**src/rtl/anim_pkg.sv**
```systemverilog
// Shared encodings for the animation frame sequencer: playback modes, FSM states
// and default widths.
package anim_pkg;

    localparam int CNT_W_DEFAULT   = 32;
    localparam int FRAME_W_DEFAULT = 8;

    localparam logic [1:0] MODE_LOOP     = 2'd0;
    localparam logic [1:0] MODE_PINGPONG = 2'd1;
    localparam logic [1:0] MODE_ONESHOT  = 2'd2;

    typedef enum logic [1:0] {
        ST_IDLE = 2'd0,
        ST_FWD  = 2'd1,
        ST_BWD  = 2'd2
    } state_t;

endpackage

```
**src/rtl/tick_step_detect.sv**
```systemverilog
// Turns every change of the upstream prescaled tick count into a one-cycle step,
// suppressing the first cycle after reset so a non-reset upstream count never looks like a change.
module tick_step_detect
    import anim_pkg::*;
#(
    parameter int CNT_W = CNT_W_DEFAULT
) (
    input  logic             clk,
    input  logic             rst,
    input  logic [CNT_W-1:0] i_tick_cnt,
    output logic             o_step
);

    logic [CNT_W-1:0] r_prevCnt;
    logic             r_primed;

    always_ff @(posedge clk) begin
        if (rst) begin
            r_prevCnt <= '0;
            r_primed  <= 1'b0;
        end else begin
            r_prevCnt <= i_tick_cnt;
            r_primed  <= 1'b1;
        end
    end

    // Any inequality is one step, so a wrap back to zero also counts.
    assign o_step = r_primed && (i_tick_cnt != r_prevCnt);

endmodule

```
**src/rtl/anim_frame_sequencer.sv**
```systemverilog
// Walks a frame index across a latched [first, last] range in loop, ping-pong or
// one-shot mode, advancing once per upstream tick-count change.
module anim_frame_sequencer
    import anim_pkg::*;
#(
    parameter int CNT_W   = CNT_W_DEFAULT,
    parameter int FRAME_W = FRAME_W_DEFAULT
) (
    input  logic               clk,
    input  logic               rst,
    input  logic [CNT_W-1:0]   i_tick_cnt,
    input  logic               i_start,
    input  logic               i_stop,
    input  logic [1:0]         i_mode,
    input  logic [FRAME_W-1:0] i_first_frame,
    input  logic [FRAME_W-1:0] i_last_frame,
    output logic [FRAME_W-1:0] o_frame_idx,
    output logic               o_busy,
    output logic               o_cycle_done,
    output logic               o_done
);

    state_t             r_state;
    state_t             w_nextState;
    logic [1:0]         r_mode;
    logic [1:0]         w_nextMode;
    logic [FRAME_W-1:0] r_first;
    logic [FRAME_W-1:0] w_nextFirst;
    logic [FRAME_W-1:0] r_last;
    logic [FRAME_W-1:0] w_nextLast;
    logic [FRAME_W-1:0] r_frameIdx;
    logic [FRAME_W-1:0] w_nextFrame;
    logic [FRAME_W-1:0] w_startLast;
    logic               r_busy;
    logic               r_cycleDone;
    logic               w_cycleDone;
    logic               r_done;
    logic               w_done;
    logic               w_step;

    tick_step_detect #(
        .CNT_W (CNT_W)
    ) u_stepDetect (
        .clk        (clk),
        .rst        (rst),
        .i_tick_cnt (i_tick_cnt),
        .o_step     (w_step)
    );

    // An inverted range collapses to the single frame at first.
    assign w_startLast = (i_last_frame < i_first_frame) ? i_first_frame : i_last_frame;

    always_comb begin
        w_nextState = r_state;
        w_nextMode  = r_mode;
        w_nextFirst = r_first;
        w_nextLast  = r_last;
        w_nextFrame = r_frameIdx;
        w_cycleDone = 1'b0;
        w_done      = 1'b0;

        if (i_stop) begin
            w_nextState = ST_IDLE;
        end else if (i_start) begin
            w_nextMode  = i_mode;
            w_nextFirst = i_first_frame;
            w_nextLast  = w_startLast;
            w_nextFrame = i_first_frame;
            w_nextState = ST_FWD;
        end else if (w_step) begin
            case (r_state)
                ST_FWD: begin
                    if (r_frameIdx != r_last) begin
                        w_nextFrame = r_frameIdx + 1'b1;
                    end else begin
                        case (r_mode)
                            MODE_PINGPONG: begin
                                if (r_first == r_last) begin
                                    w_cycleDone = 1'b1;
                                end else begin
                                    w_nextFrame = r_frameIdx - 1'b1;
                                    w_nextState = ST_BWD;
                                end
                            end
                            MODE_ONESHOT: begin
                                w_done      = 1'b1;
                                w_nextState = ST_IDLE;
                            end
                            default: begin
                                w_nextFrame = r_first;
                                w_cycleDone = 1'b1;
                            end
                        endcase
                    end
                end
                // Turning at first steps straight to first+1 so the endpoint shows once.
                ST_BWD: begin
                    if (r_frameIdx != r_first) begin
                        w_nextFrame = r_frameIdx - 1'b1;
                    end else begin
                        w_nextFrame = r_frameIdx + 1'b1;
                        w_nextState = ST_FWD;
                        w_cycleDone = 1'b1;
                    end
                end
                default: begin
                end
            endcase
        end
    end

    always_ff @(posedge clk) begin
        if (rst) begin
            r_state     <= ST_IDLE;
            r_mode      <= MODE_LOOP;
            r_first     <= '0;
            r_last      <= '0;
            r_frameIdx  <= '0;
            r_busy      <= 1'b0;
            r_cycleDone <= 1'b0;
            r_done      <= 1'b0;
        end else begin
            r_state     <= w_nextState;
            r_mode      <= w_nextMode;
            r_first     <= w_nextFirst;
            r_last      <= w_nextLast;
            r_frameIdx  <= w_nextFrame;
            r_busy      <= (w_nextState != ST_IDLE);
            r_cycleDone <= w_cycleDone;
            r_done      <= w_done;
        end
    end

    assign o_frame_idx  = r_frameIdx;
    assign o_busy       = r_busy;
    assign o_cycle_done = r_cycleDone;
    assign o_done       = r_done;

endmodule

```
**config.mk**
```make
export PLATFORM = sky130hd
export DESIGN_NAME = anim_frame_sequencer
export DESIGN_NICKNAME = d
export VERILOG_FILES = /design/src/rtl/anim_pkg.sv /design/src/rtl/tick_step_detect.sv /design/src/rtl/anim_frame_sequencer.sv
export SDC_FILE = /design/constraint.sdc
export NUM_CORES = 1
export LEC_CHECK = 0
export CORE_MARGIN = 2
export CORE_UTILIZATION = 30
export DETAILED_ROUTE_END_ITERATION = 16
export DONT_BUFFER_PORTS = 1
export GPL_TIMING_DRIVEN = 0
export PLACE_DENSITY = 0.51
export SYNTH_ARGS = -nofsm -noshare
export SYNTH_HDL_FRONTEND = slang
export SYNTH_SLANG_ARGS = --single-unit
```
**constraint.sdc**
```tcl
create_clock -name clk -period 2.3 [get_ports clk]
set_input_delay 0 -clock clk [delete_from_list [all_inputs] [get_ports clk]]
set_output_delay 0 -clock clk [all_outputs]
set_load 0.01 [all_outputs]
```
* Word-level counts from Yosys, hierarchy flattened *
Index checks and enable logic that the tools add are counted.

storage, ports and cells
  logic and storage cells = 57
  register bits = 64
  bits of input ports = 54
  output and inout port bits = 11

cells by class
  bitwise logic cells = 3
  add/subtract/negate cells = 2
  multiplexer cells = 23
  reductions and logical operators = 8
  equal/unequal tests = 10
  magnitude comparators = 1

operator list
  cell                                                                number
  8-bit two-way mux                                                   6
  32-bit != test                                                      1
  8-bit case mux with 2 select lines                                  2
  8-bit != test                                                       2
  2-bit two-way mux                                                   6
  8-bit by 1-bit adder with 8-bit output, second input constant       1
  8-bit == test                                                       1
  8-bit less-than comparator                                          1
  2-bit case mux with 2 select lines                                  2
  8-bit by 1-bit subtractor with 8-bit output, second input constant  1
  6-bit OR reduction                                                  1
  1-bit two-way mux                                                   5
  5-bit != test, second input constant                                1
  5-bit AND reduction                                                 1
  2-bit by 1-bit == test with 1-bit output, second input constant     2
  2-bit == test, second input constant                                2
  4-bit != test, second input constant                                1
  1-bit case mux with 2 select lines                                  2
  2-bit nonzero test                                                  2
  4-bit OR reduction                                                  1
  1-bit inverter                                                      3
  3-bit nonzero test                                                  1
  2-bit AND reduction                                                 1
  1-bit logical AND                                                   1

* Logic depth before layout (Yosys ltp) *
Gate-level depths: netlist of run 1.

  word-level depth = 9
  mapped depth = 10
  mapped depth without buffers = 9

* Cells and area by module *
From an unflattened synthesis of run 1, not the netlist that was laid out.

unflattened totals
  cell total of the unflattened synthesis = 445
  area, all modules = 3858.7 um^2

modules (own cells, without submodules)
  module                instances  area each (um^2)  cells an instance  seq. area each (um^2)
  anim_frame_sequencer  1          2625.0            333                620.6
  tick_step_detect      1          1233.7            112                660.6

* Worst setup path after synthesis of run 1 *
No wires, ideal clock.

  path kind = register -> register
  start = register r_frameIdx[6] (netlist: o_frame_idx[6])
  end = register r_frameIdx[5] (netlist: o_frame_idx[5])
  data required time = 2208 ps
  slack = 178 ps
  cell stages (with the launch flop) = 10
  library setup time = 92 ps
  clock period less this slack = 2122 ps
  arrival = 2029 ps
  buffers on the path = 2
  cell sequence = dfxtp_1 -> buf_6 -> xor2_1 -> nor4_2 -> and2_4 -> buf_8 -> o31ai_2 -> nor4_1 -> a211oi_1 -> o32ai_1

between the ends
  longest elaborated chain between the ends = 5
  elaborated cells between the ends (all ways) = 10
  those cells by class = 4 x eq/ne; 5 x mux; 1 x reduce/logical

ends and longest elaborated chain
  element                               line                                                    RTL
  start: declaration                    anim_frame_sequencer.sv:31                              logic [FRAME_W-1:0] r_frameIdx;
  start signal: assignment              anim_frame_sequencer.sv:127                             r_frameIdx <= w_nextFrame;
  8-bit != test (on tied branches)      anim_frame_sequencer.sv:98, anim_frame_sequencer.sv:73
  8-bit two-way mux (on tied branches)  anim_frame_sequencer.sv:98, anim_frame_sequencer.sv:73
  8-bit case mux with 2 select lines    anim_frame_sequencer.sv:71                              case (r_state)
  8-bit two-way mux                     anim_frame_sequencer.sv:70                              end else if (w_step) begin
  8-bit two-way mux                     anim_frame_sequencer.sv:64                              end else if (i_start) begin

Parallel ways exist; a longest one is shown, timed or not. The select of a mux whose other input is x is not followed.
A chain may end at the register's enable or synchronous reset.

* Worst setup path in the final report of run 1 *
  start = register r_frameIdx[0] (netlist: o_frame_idx[0])
  end = register r_frameIdx[0] (netlist: o_frame_idx[0])

between the ends
  longest elaborated chain between the ends = 7
  elaborated cells between the ends (all ways) = 14
  those cells by class = 2 x add/sub; 4 x eq/ne; 7 x mux; 1 x reduce/logical

ends and longest elaborated chain
  element                                      line                                                    RTL
  8-bit by 1-bit subtractor with 8-bit output  anim_frame_sequencer.sv:81, anim_frame_sequencer.sv:99
  8-bit two-way mux                            anim_frame_sequencer.sv:78                              if (r_first == r_last) begin
  8-bit case mux with 2 select lines           anim_frame_sequencer.sv:76                              case (r_mode)
  8-bit two-way mux                            anim_frame_sequencer.sv:73                              if (r_frameIdx != r_last) begin
  8-bit case mux with 2 select lines           anim_frame_sequencer.sv:71
  8-bit two-way mux                            anim_frame_sequencer.sv:70
  8-bit two-way mux                            anim_frame_sequencer.sv:64

Parallel ways exist; a longest one is shown, timed or not. The select of a mux whose other input is x is not followed.

==> results of run 1 <==
[cells by family after synthesis]
family	count (synthesis)	share of synthesized area
and+or+nand+nor	145	0.212
buffers and inverters	44	0.0568
adders and majority gates	13	0.0437
DFF	64	0.344
xor gates and xnor gates	67	0.158
AOI/OAI and AO/OA	94	0.161
muxes	9	0.0242
[stage by stage]
step	instances	power (mW)
final	686	3.44
after global routing	686	3.59
after CTS	676	3.35
after detailed placement	604	1.84
after global placement	604	1.83
after floorplan	436	1.71
[synthesized netlist by cell type (all sizes together) (11+ instances only)]
| cell | n | share of area |
|---|---|---|
| nor2b | 41 | 0.069 |
| o21ai | 24 | 0.032 |
| a21oi | 26 | 0.035 |
| clkbuf | 12 | 0.012 |
| xor2 | 11 | 0.026 |
| nand4 | 12 | 0.020 |
| xnor2 | 56 | 0.13 |
| ha | 13 | 0.044 |
| dfxtp | 64 | 0.34 |
| nand2 | 36 | 0.037 |
| buf | 13 | 0.025 |
| nor2 | 16 | 0.016 |
| inv | 19 | 0.019 |
[worst max-delay path, delay by kind of cell (launching register included)]
| family | cells | cell delay [ps] |
|---|---|---|
| AND/OR/NAND/NOR | 3 | 740 |
| buffers and inverters | 3 | 460 |
| flip-flops | 1 | 360 |
| AO/OA/AOI/OAI | 2 | 260 |
| XOR/XNOR | 1 | 180 |
| multiplexers | 1 | 170 |
[registers in the layout (all words and copies together) (netlist names)]
register                cells
o_busy                      1
o_cycle_done                1
o_done                      1
o_frame_idx                 8
r_first                     8
r_last                      8
r_mode                      2
r_state                     2
u_stepDetect.r_prevCnt     32
u_stepDetect.r_primed       1
[final cells by class]
| class | count | area [um^2] | share of cell area |
|---|---|---|---|
| clock buffers | 10 | 239 | 0.0470 |
| plain buffers | 25 | 164 | 0.0323 |
| inverters | 19 | 71.3 | 0.0140 |
| well taps | 168 | 210 | 0.0414 |
| clock inverters | 6 | 67.6 | 0.0133 |
| multi-input cells | 328 | 2400 | 0.473 |
| repair buffers | 66 | 633 | 0.125 |
| flip-flops and latches | 64 | 1290 | 0.255 |
[final timing paths]
path | cells past startpoint | startpoint | endpoint | slack, ps
worst max register to register | 10 | o_frame_idx[0] | o_frame_idx[0] | -20
worst min register to register | 2 | r_mode[1] | r_mode[1] | 490
worst max-delay path | 10 | o_frame_idx[0] | o_frame_idx[0] | -20
worst min-delay path | 3 | i_first_frame[7] | o_frame_idx[7] | 30
[power groups by stage]
stage / Sequential, mW / Clock (mW) / Combinational, mW
floorplan: 1.24 / 0 / 0.478
global placement: 1.25 / 0 / 0.583
detailed placement: 1.25 / 0 / 0.587
CTS: 1.23 / 1.41 / 0.707
global route: 1.24 / 1.46 / 0.888
finish: 1.23 / 1.39 / 0.812
[timing repair]
item	CTS	global route
buffers inserted	4	10
setup endpoints to repair	10	9
pin swaps	3	9
gates resized for setup	17	32
hold buffers	52	0
hold endpoints to repair	62	0
[layer usage]
layer,GRT usage,vias to the layer above,share of wire
met1,0.218,1603,0.44
li1,-,1669,-
met5,0,-,0
met2,0.271,108,0.48
met3,0.0343,27,0.055
met4,0.0892,0,0.033
==> metrics.txt, run 1 <==
# TYPE chip_impl_metric gauge
chip_impl_info{name="cpMostUsedCell",value="sky130_fd_sc_hd__buf_8"} 1
chip_impl_metric{name="intPower",unit="mW"} 2.46
chip_impl_metric{name="grt_first_pass_wirelength",unit="mm"} 17.4
chip_impl_metric{name="die_y",unit="um"} 115
chip_impl_metric{name="slew_headroom",unit=""} 0.590
chip_impl_metric{name="antenna_violating_nets_post_route",unit=""} 0
chip_impl_metric{name="fin_util",unit=""} 0.421
chip_impl_metric{name="floorplan.initialDensity",unit=""} 0.308
chip_impl_metric{name="power_switching",unit="uW"} 981
chip_impl_metric{name="cts.reportedPaths.clkPinSlew",unit="ps"} 60
chip_impl_metric{name="port_buffers",unit=""} 0
chip_impl_info{name="crit_path_cell_trace",value="buf_8, xor2_4, nor4_4, and2_4, o211a_1, o41ai_4, buf_4, buf_8, mux2i_2, nor2_1"} 1
chip_impl_metric{name="slew_violations",unit=""} 0
chip_impl_metric{name="synth-async-reset-ratio",unit=""} 0
chip_impl_metric{name="flow.area_growth_from_synthesis",unit="%"} 36.6
chip_impl_metric{name="max_cap_violations",unit=""} 0
chip_impl_metric{name="clk-insertion-delay-late",unit="ps"} 340
chip_impl_metric{name="p_clk_frac",unit=""} 0.406
chip_impl_metric{name="die_area",unit="um^2"} 13300
chip_impl_metric{name="power.leakage",unit="nW"} 1.90
chip_impl_metric{name="diodes",unit=""} 0
chip_impl_metric{name="gr-total-overflow",unit=""} 0
chip_impl_metric{name="grt_pass1_vias",unit=""} 3469
chip_impl_metric{name="fp-row-count",unit=""} 40
chip_impl_metric{name="path_max_fanout",unit=""} 7
chip_impl_metric{name="cts-root-to-sink-buffers",unit=""} 2
chip_impl_metric{name="fmaxAchievable",unit="MHz"} 431
chip_impl_metric{name="via_count",unit=""} 3407
chip_impl_metric{name="h-tree-depth",unit=""} 3
chip_impl_metric{name="grt_use_total",unit=""} 0.170
chip_impl_info{name="grt_setup_unrepaired",value="true"} 1
chip_impl_metric{name="clock-sinks",unit=""} 64
chip_impl_metric{name="initialDrtViolationCount",unit=""} 164
chip_impl_info{name="worst_setup_path_start_kind",value="register"} 1
chip_impl_metric{name="final_net_count",unit=""} 580
chip_impl_metric{name="final_design_area_no_fill",unit="um^2"} 5080
chip_impl_info{name="violated_checks",value="setup timing"} 1
chip_impl_metric{name="routed_wire_length_per_instance",unit="um"} 15.7
chip_impl_metric{name="detailed_place_hpwl",unit="mm"} 7.59
chip_impl_metric{name="synth_fp_nets",unit=""} 503
chip_impl_metric{name="drive_gt1_frac",unit=""} 0.158
chip_impl_metric{name="hold_slack",unit="ps"} 28.3
chip_impl_metric{name="critPathRequiredTime",unit="ps"} 2510
chip_impl_info{name="dominant_synthesized_flop_cell",value="sky130_fd_sc_hd__dfxtp_1"} 1
chip_impl_metric{name="post_synth_instance_area",unit="um^2"} 3720
chip_impl_metric{name="synth_sequential_area_ratio",unit=""} 0.344
chip_impl_info{name="cts_tree",value="done"} 1
chip_impl_info{name="outcome",value="finished, violations left"} 1
chip_impl_metric{name="antenna_violations_before_repair",unit=""} 0
chip_impl_metric{name="grt_max_degree",unit=""} 13
chip_impl_metric{name="die_w",unit="um"} 115
chip_impl_info{name="critical-path-slowest-cell",value="sky130_fd_sc_hd__nor4_4"} 1
chip_impl_metric{name="dr.pass1.iters",unit=""} 4
chip_impl_metric{name="postPlaceCellArea",unit="um^2"} 3930
chip_impl_metric{name="final_replace_weighted_congestion",unit=""} 0.876
chip_impl_metric{name="place_ws",unit="ps"} -328
chip_impl_metric{name="worst_max_slew_pin_slew",unit="ps"} 600
chip_impl_metric{name="numCtsBuffers",unit=""} 9
chip_impl_metric{name="detail_route.drc_violations",unit=""} 0
chip_impl_metric{name="setup_slack",unit="ps"} -20.2
chip_impl_metric{name="n_fill_cell",unit=""} 1180
chip_impl_metric{name="synth_seq_cells",unit=""} 64
chip_impl_metric{name="synthesis.area_per_instance",unit="um^2"} 8.53
chip_impl_metric{name="finalHoldViolCount",unit=""} 0
chip_impl_metric{name="final_period_minus_worst_setup_slack",unit="ps"} 2320
chip_impl_metric{name="io-pin-count",unit=""} 65
chip_impl_metric{name="seqPwrFrac",unit=""} 0.358
chip_impl_metric{name="power.share.combinational",unit=""} 0.236
chip_impl_metric{name="drt_wl_total",unit="mm"} 10.8
chip_impl_metric{name="placeableCoreArea",unit="um^2"} 12100
chip_impl_metric{name="fin_setup_tns",unit="ps"} -36.7
chip_impl_info{name="path_class",value="register to register"} 1
chip_impl_metric{name="synth_cell_type_count",unit=""} 52
chip_impl_metric{name="power-per-cell-area",unit="nW/um^2"} 677
chip_impl_metric{name="maximum_resistive_drop_on_vdd",unit="mV"} 0.312
chip_impl_metric{name="netlist_instances",unit=""} 436
chip_impl_metric{name="number_of_flops_mapped_to_enable_cells_by_yosys",unit=""} 0
chip_impl_info{name="min_path_type",value="input port to register"} 1
chip_impl_metric{name="vias_per_cell",unit=""} 4.97
chip_impl_metric{name="yosys_warnings",unit=""} 0
chip_impl_metric{name="finalCritPeriodShare",unit=""} 1.01
chip_impl_info{name="cts_root_buffer",value="sky130_fd_sc_hd__clkbuf_16"} 1
chip_impl_metric{name="fin_worst_skew",unit="ps"} 5.64
chip_impl_info{name="worst_setup_path_end_kind",value="register"} 1
chip_impl_metric{name="sw_frac",unit=""} 0.285
chip_impl_metric{name="max_stage_delay",unit="ps"} 430
chip_impl_metric{name="setup_viol",unit=""} 3
chip_impl_metric{name="critPathArrivalTime",unit="ps"} 2530
chip_impl_info{name="layout_common_cells",value="sky130_fd_sc_hd__xnor2_1 (56), sky130_fd_sc_hd__dfxtp_1 (56), sky130_fd_sc_hd__dlygate4sd3_1 (52)"} 1
No activity file was read; power rests on OpenSTA's default activity.
==> run 2: changes to the inputs <==
--- a/config.mk
+++ b/config.mk
@@ -5,12 +5,13 @@
 export SDC_FILE = /design/constraint.sdc
 export NUM_CORES = 1
 export LEC_CHECK = 0
-export CORE_MARGIN = 2
+export CORE_ASPECT_RATIO = 0.8
 export CORE_UTILIZATION = 30
 export DETAILED_ROUTE_END_ITERATION = 16
 export DONT_BUFFER_PORTS = 1
 export GPL_TIMING_DRIVEN = 0
 export PLACE_DENSITY = 0.51
+export SLEW_MARGIN = 40
 export SYNTH_ARGS = -nofsm -noshare
 export SYNTH_HDL_FRONTEND = slang
 export SYNTH_SLANG_ARGS = --single-unit
==> run 2 against run 1 <==
Against the previous run:
- the run now ends clean
- global-route usage increased by 0.65 points
- clock-buffer cell count unchanged
- worst hold slack got worse by 24 ps
- routed wire length increased by 1.5%
- combinational power decreased by 5.5%
- clock skew increased by 0.56 ps
- largest cell class unchanged
- first-iteration DRC count decreased by 37%
- cell area decreased by 1.2%
==> metrics.txt, run 2 (same netlist as run 1, synthesis figures left out) <==
# TYPE chip_impl_metric gauge
chip_impl_metric{name="placeableCoreArea",unit="um^2"} 11800
chip_impl_metric{name="die_w",unit="um"} 126
chip_impl_metric{name="hold_slack",unit="ps"} 4.39
chip_impl_metric{name="fp-row-count",unit=""} 35
chip_impl_metric{name="postPlaceCellArea",unit="um^2"} 3910
chip_impl_metric{name="max_cap_violations",unit=""} 0
chip_impl_metric{name="final_design_area_no_fill",unit="um^2"} 5020
chip_impl_info{name="cts_root_buffer",value="sky130_fd_sc_hd__clkbuf_16"} 1
chip_impl_metric{name="fin_setup_tns",unit="ps"} 0
chip_impl_metric{name="flow.area_growth_from_synthesis",unit="%"} 34.9
chip_impl_metric{name="port_buffers",unit=""} 0
chip_impl_metric{name="finalCritPeriodShare",unit=""} 0.992
chip_impl_metric{name="cts-root-to-sink-buffers",unit=""} 2
chip_impl_metric{name="design_power_total",unit="mW"} 3.51
chip_impl_metric{name="grt_pass1_vias",unit=""} 3328
chip_impl_metric{name="drt_wl_total",unit="mm"} 11.0
chip_impl_metric{name="cts.reportedPaths.clkPinSlew",unit="ps"} 50
chip_impl_metric{name="setup_slack",unit="ps"} 18.9
chip_impl_info{name="outcome",value="finished, final reports clean"} 1
chip_impl_metric{name="vias_per_cell",unit=""} 5.00
chip_impl_metric{name="fin_worst_skew",unit="ps"} 6.20
chip_impl_metric{name="worst_max_slew_pin_slew",unit="ps"} 540
chip_impl_metric{name="power-per-cell-area",unit="nW/um^2"} 698
chip_impl_metric{name="ff2ff_setup_slack",unit="ps"} 20
chip_impl_info{name="min_path_type",value="input port to register"} 1
chip_impl_info{name="grt_setup_unrepaired",value="true"} 1
chip_impl_info{name="top_register",value="u_stepDetect.r_prevCnt"} 1
chip_impl_metric{name="dp.cells",unit=""} 584
chip_impl_info{name="cts_tree",value="done"} 1
chip_impl_metric{name="grt_util_met1",unit=""} 0.232
chip_impl_info{name="path_class",value="register to register"} 1
chip_impl_metric{name="io-pin-count",unit=""} 65
chip_impl_metric{name="finalHoldViolCount",unit=""} 0
chip_impl_metric{name="worst_hold_path.num_cells",unit=""} 2
chip_impl_metric{name="path_max_fanout",unit=""} 7
chip_impl_metric{name="clock-sinks",unit=""} 64
chip_impl_metric{name="gr-total-overflow",unit=""} 0
chip_impl_metric{name="grt_use_total",unit=""} 0.177
chip_impl_metric{name="floorplan.initialDensity",unit=""} 0.316
chip_impl_metric{name="routed_wire_length_per_instance",unit="um"} 16.7
chip_impl_metric{name="groute.layer.met2.usage",unit=""} 0.291
chip_impl_metric{name="detailed_place_hpwl",unit="mm"} 7.79
chip_impl_metric{name="grt_max_degree",unit=""} 13
chip_impl_metric{name="fmaxAchievable",unit="MHz"} 438
chip_impl_metric{name="ff2ff_path_depth",unit=""} 11
chip_impl_info{name="layout_common_cells",value="sky130_fd_sc_hd__xnor2_1 (56), sky130_fd_sc_hd__dfxtp_1 (56), sky130_fd_sc_hd__dlygate4sd3_1 (52)"} 1
chip_impl_metric{name="number_of_flip_flops_under_the_largest_register_name",unit=""} 32
chip_impl_metric{name="die_area",unit="um^2"} 12900
chip_impl_metric{name="fin_util",unit=""} 0.426
chip_impl_metric{name="drive_gt1_frac",unit=""} 0.136
chip_impl_info{name="worst_setup_path_end_kind",value="register"} 1
chip_impl_metric{name="maximum_resistive_drop_on_vdd",unit="mV"} 0.389
chip_impl_metric{name="antenna_violations_before_repair",unit=""} 0
chip_impl_metric{name="instances_no_fill",unit=""} 657
chip_impl_metric{name="setup_viol",unit=""} 0
chip_impl_metric{name="critPathRequiredTime",unit="ps"} 2490
chip_impl_metric{name="dr.pass1.iters",unit=""} 4
chip_impl_info{name="worst_setup_path_start_kind",value="register"} 1
chip_impl_metric{name="numCtsBuffers",unit=""} 9
chip_impl_metric{name="final_replace_weighted_congestion",unit=""} 0.873
chip_impl_metric{name="power.leakage",unit="nW"} 1.88
chip_impl_metric{name="antenna_violating_nets_post_route",unit=""} 0
chip_impl_metric{name="final_period_minus_worst_setup_slack",unit="ps"} 2280
chip_impl_metric{name="initialDrtViolationCount",unit=""} 104
chip_impl_metric{name="slew_violations",unit=""} 0
chip_impl_metric{name="clk-insertion-delay-late",unit="ps"} 330
chip_impl_metric{name="die_y",unit="um"} 102
chip_impl_metric{name="final_net_count",unit=""} 571
chip_impl_metric{name="critPathArrivalTime",unit="ps"} 2470
chip_impl_metric{name="slew_headroom",unit=""} 0.631
chip_impl_metric{name="grt_util_met3",unit=""} 0.0386
chip_impl_info{name="gr-max-usage-layer",value="met2"} 1
chip_impl_metric{name="detail_route.drc_violations",unit=""} 0
chip_impl_metric{name="diodes",unit=""} 0
chip_impl_metric{name="grt_first_pass_wirelength",unit="mm"} 17.7
chip_impl_metric{name="via_count",unit=""} 3282
chip_impl_metric{name="place_ws",unit="ps"} -443
chip_impl_metric{name="h-tree-depth",unit=""} 3
[run 2: changes by cell type in the layout (fill, tap and decap cells not counted), moves of 2 or more]
cell	previous run	this run
sky130_fd_sc_hd__a211oi_1	4	7
sky130_fd_sc_hd__mux2i_1	7	9
sky130_fd_sc_hd__a211oi_2	4	1
sky130_fd_sc_hd__xor2_2	3	5
sky130_fd_sc_hd__o32ai_1	0	2
sky130_fd_sc_hd__o32ai_2	4	2
sky130_fd_sc_hd__buf_4	15	7
sky130_fd_sc_hd__clkinvlp_4	2	0
sky130_fd_sc_hd__xor2_1	7	5
sky130_fd_sc_hd__mux2i_2	2	0
[run 2: cell type report]
type	count	area (um^2)
buffer	24	156
fill	1155	6760
inverter	19	73.8
timing repair buffer	58	578
sequential	64	1290
tap	148	185
multi-input combinational	328	2400
clock buffer	10	239
clock inverter	6	91.3
[run 2: final timing paths]
check | startpoint | to
hold reg to reg | r_mode[0] | r_mode[0]
hold / removal | i_first_frame[6] | o_frame_idx[6]
setup / recovery | o_frame_idx[0] | o_frame_idx[0]
setup reg to reg | o_frame_idx[0] | o_frame_idx[0]
[run 2: metal layers]
metal | vias to the layer above | wire [um]
li1 | 1650 | -
met1 | 1549 | 5220
met2 | 67 | 5060
met3 | 16 | 501
met4 | 0 | 179
met5 | - | 0
[run 2: report_power, final]
part / leakage, nW / switching [mW] / internal [mW]
Combinational: 1.19 / 0.380 / 0.387
Clock: 0.163 / 0.519 / 0.984
Sequential: 0.533 / 0.0642 / 1.17
Total: 1.88 / 0.963 / 2.54
[run 2: repair_timing]
action | 4_1_cts | 5_1_grt
buffers inserted | 4 | 2
hold buffers | 52 | 0
gates resized for setup | 19 | 26
endpoints found under the hold margin | 61 | 0
pin swaps | 4 | 6
gates cloned | 0 | 0
setup endpoints to repair | 10 | 9
[run 2: worst max-delay path, cell delays in order (launching register included)]
cell,delay (ps)
sky130_fd_sc_hd__dfxtp_4,360
sky130_fd_sc_hd__buf_8,140
sky130_fd_sc_hd__xor2_2,180
sky130_fd_sc_hd__nor4_4,290
sky130_fd_sc_hd__buf_4,190
sky130_fd_sc_hd__and2_4,170
sky130_fd_sc_hd__o211a_1,190
sky130_fd_sc_hd__o41ai_4,70
sky130_fd_sc_hd__buf_4,200
sky130_fd_sc_hd__buf_12,130
sky130_fd_sc_hd__mux2i_1,150
sky130_fd_sc_hd__nor2_1,80
==> run 3: changes to the inputs <==
--- a/config.mk
+++ b/config.mk
@@ -9,8 +9,8 @@
 export CORE_UTILIZATION = 30
 export DETAILED_ROUTE_END_ITERATION = 16
 export DONT_BUFFER_PORTS = 1
-export GPL_TIMING_DRIVEN = 0
 export PLACE_DENSITY = 0.51
+export SETUP_SLACK_MARGIN = 0.4
 export SLEW_MARGIN = 40
 export SYNTH_ARGS = -nofsm -noshare
 export SYNTH_HDL_FRONTEND = slang
==> run 3 against run 2 <==
Against the previous run:
- critical endpoint is now o_frame_idx[6]
- highest routed layer unchanged
- the flow now finishes with violations (hold timing)
- largest cell class unchanged
- cell area increased by 7.9%
- register-to-register slack gained 220 ps
- flip-flop and latch count stayed put
==> metrics.txt, run 3 (same netlist as run 1, synthesis figures left out) <==
# TYPE chip_impl_metric gauge
chip_impl_metric{name="maximum_resistive_drop_on_vdd",unit="mV"} 0.350
chip_impl_metric{name="fmaxAchievable",unit="MHz"} 486
chip_impl_metric{name="critPathRequiredTime",unit="ps"} 2530
chip_impl_info{name="cts_tree",value="done"} 1
chip_impl_metric{name="detail_route.drc_violations",unit=""} 0
chip_impl_info{name="top_register",value="u_stepDetect.r_prevCnt"} 1
chip_impl_info{name="worst_setup_path_start_kind",value="register"} 1
chip_impl_metric{name="intPower",unit="mW"} 2.46
chip_impl_info{name="final_common_cell",value="sky130_fd_sc_hd__dlygate4sd3_1"} 1
chip_impl_metric{name="power_switching",unit="mW"} 1.00
chip_impl_metric{name="seqPwrFrac",unit=""} 0.358
chip_impl_metric{name="power.share.combinational",unit=""} 0.247
chip_impl_metric{name="grt_use_total",unit=""} 0.188
chip_impl_metric{name="critical_path_buf_inv_count",unit=""} 1
chip_impl_metric{name="antenna_violations_before_repair",unit=""} 0
chip_impl_metric{name="detailed_place_hpwl",unit="mm"} 7.39
chip_impl_metric{name="die_y",unit="um"} 102
chip_impl_metric{name="fin_util",unit=""} 0.460
chip_impl_metric{name="fin_worst_skew",unit="ps"} 6.38
chip_impl_metric{name="drive_gt1_frac",unit=""} 0.228
chip_impl_metric{name="antenna_violating_nets_post_route",unit=""} 0
chip_impl_metric{name="hold_slack",unit="ps"} -60.9
chip_impl_metric{name="fin_setup_tns",unit="ps"} 0
chip_impl_metric{name="grt_max_degree",unit=""} 49
chip_impl_metric{name="diodes",unit=""} 0
chip_impl_metric{name="initialDrtViolationCount",unit=""} 111
chip_impl_metric{name="setup_viol",unit=""} 0
chip_impl_metric{name="placeableCoreArea",unit="um^2"} 11800
chip_impl_metric{name="clock-sinks",unit=""} 64
chip_impl_metric{name="finalHoldViolCount",unit=""} 5
chip_impl_metric{name="final_replace_weighted_congestion",unit=""} 0.812
chip_impl_metric{name="max_cap_violations",unit=""} 0
chip_impl_info{name="violated_checks",value="hold timing"} 1
chip_impl_metric{name="power.leakage",unit="nW"} 2.07
chip_impl_info{name="cpLargestDelayFamily",value="simple AND/OR/NAND/NOR gates"} 1
chip_impl_metric{name="worst_max_slew_pin_slew",unit="ps"} 530
chip_impl_info{name="layout_common_cells",value="sky130_fd_sc_hd__dlygate4sd3_1 (73), sky130_fd_sc_hd__xnor2_1 (51), sky130_fd_sc_hd__nor2b_1 (41), sky130_fd_sc_hd__dfxtp_1 (41), sky130_fd_sc_hd__nand2_1 (34)"} 1
chip_impl_metric{name="final_net_count",unit=""} 589
chip_impl_metric{name="cts-root-to-sink-buffers",unit=""} 2
chip_impl_metric{name="clk-insertion-delay-late",unit="ps"} 320
chip_impl_metric{name="dr.pass1.iters",unit=""} 4
chip_impl_info{name="outcome",value="finished, violations left"} 1
chip_impl_metric{name="sw_frac",unit=""} 0.289
chip_impl_metric{name="die_w",unit="um"} 126
chip_impl_info{name="cts_root_buffer",value="sky130_fd_sc_hd__clkbuf_16"} 1
chip_impl_metric{name="path_max_fanout",unit=""} 8
chip_impl_metric{name="fp-row-count",unit=""} 35
chip_impl_metric{name="slew_headroom",unit=""} 0.645
chip_impl_metric{name="power-per-cell-area",unit="nW/um^2"} 639
chip_impl_metric{name="grt_first_pass_wirelength",unit="mm"} 18.7
chip_impl_metric{name="final_period_minus_worst_setup_slack",unit="ps"} 2060
chip_impl_metric{name="flow.area_growth_from_synthesis",unit="%"} 45.6
chip_impl_metric{name="drt_wl_total",unit="mm"} 11.4
chip_impl_metric{name="cts.hold.buffers_added",unit=""} 74
chip_impl_metric{name="finalCritPeriodShare",unit=""} 0.895
chip_impl_info{name="worst_setup_path_end_kind",value="register"} 1
chip_impl_info{name="crit_path_cell_trace",value="xor2_2, nor4_4, and2_4, o211a_1, o41ai_2, buf_4, or3b_1, o31ai_2"} 1
chip_impl_info{name="min_path_type",value="input port to register"} 1
chip_impl_metric{name="h-tree-depth",unit=""} 3
chip_impl_metric{name="number_of_flip_flops_under_the_largest_register_name",unit=""} 32
chip_impl_info{name="critical-path-slowest-cell",value="sky130_fd_sc_hd__dfxtp_4"} 1
chip_impl_metric{name="critPathArrivalTime",unit="ps"} 2290
chip_impl_metric{name="gr-total-overflow",unit=""} 0
chip_impl_metric{name="slew_violations",unit=""} 0
chip_impl_metric{name="io-pin-count",unit=""} 65
chip_impl_metric{name="design_power_total",unit="mW"} 3.46
chip_impl_metric{name="grt_pass1_vias",unit=""} 3598
chip_impl_metric{name="numCtsBuffers",unit=""} 9
chip_impl_metric{name="max_stage_delay",unit="ps"} 400
chip_impl_metric{name="p_clk_frac",unit=""} 0.394
chip_impl_info{name="grt_setup_unrepaired",value="true"} 1
chip_impl_metric{name="via_count",unit=""} 3365
chip_impl_metric{name="floorplan.initialDensity",unit=""} 0.316
chip_impl_info{name="path_class",value="register to register"} 1
chip_impl_metric{name="vias_per_cell",unit=""} 4.99
chip_impl_metric{name="routed_wire_length_per_instance",unit="um"} 16.9
chip_impl_metric{name="cts.reportedPaths.clkPinSlew",unit="ps"} 60
chip_impl_metric{name="die_area",unit="um^2"} 12900
chip_impl_metric{name="port_buffers",unit=""} 0
==> run 3: changes by cell type in the layout (fill, tap and decap cells not counted), moves of 10 or more <==
cell / before / now
sky130_fd_sc_hd__dlygate4sd3_1: 52 / 73
sky130_fd_sc_hd__dfxtp_1: 56 / 41
sky130_fd_sc_hd__buf_4: 7 / 21
sky130_fd_sc_hd__dfxtp_2: 7 / 20
sky130_fd_sc_hd__clkbuf_1: 11 / 1
==> run 3: power groups by stage <==
stage	registers (mW)	logic [mW]	clock network [mW]
global route	1.25	0.930	1.45
global placement	1.26	0.593	0
detailed placement	1.26	0.598	0
finish	1.24	0.856	1.36
floorplan	1.24	0.514	0
CTS	1.23	0.772	1.39
==> run 3: final timing paths <==
kind | start | end | slack, ps | depth (start not counted)
min | i_start | o_frame_idx[2] | -60 | 2
max | o_frame_idx[1] | o_frame_idx[6] | 240 | 8
max reg2reg | o_frame_idx[1] | o_frame_idx[6] | 240 | 8
min reg2reg | r_mode[1] | r_mode[1] | 480 | 2
==> run 3: repair_timing <==
| item | in CTS | in global routing |
|---|---|---|
| gates resized for setup | 20 | 47 |
| hold endpoints to repair | 62 | 5 |
| pin swaps | 10 | 31 |
| setup endpoints to repair | 9 | 12 |
| buffers inserted | 5 | 4 |
==> run 3: metal layers <==
metal	up-vias	part of all wire	wire, um	global-route usage
met5	-	0	0	0
met4	0	0.0089	101	0.0621
met3	8	0.048	551	0.0359
met2	89	0.45	5130	0.295
met1	1590	0.49	5600	0.259
li1	1678	-	-	-
==> run 3: layout make-up <==
class	instances	area, um^2
fillers	1105	6360
multi-input cells	328	2580
well taps	148	185
flip-flops and latches	64	1320
inverters	19	71.3
clock inverters	6	68.8
repair buffers	100	966
clock buffers	10	229
==> run 3: per-stage QoR <==
step	area, um^2	worst slack, ps	std cells
floorplan	3840	304	436
global placement	3990	193	576
detailed placement	3990	207	576
CTS	5170	317	671
global route	5420	133	675
finish	5420	241	675
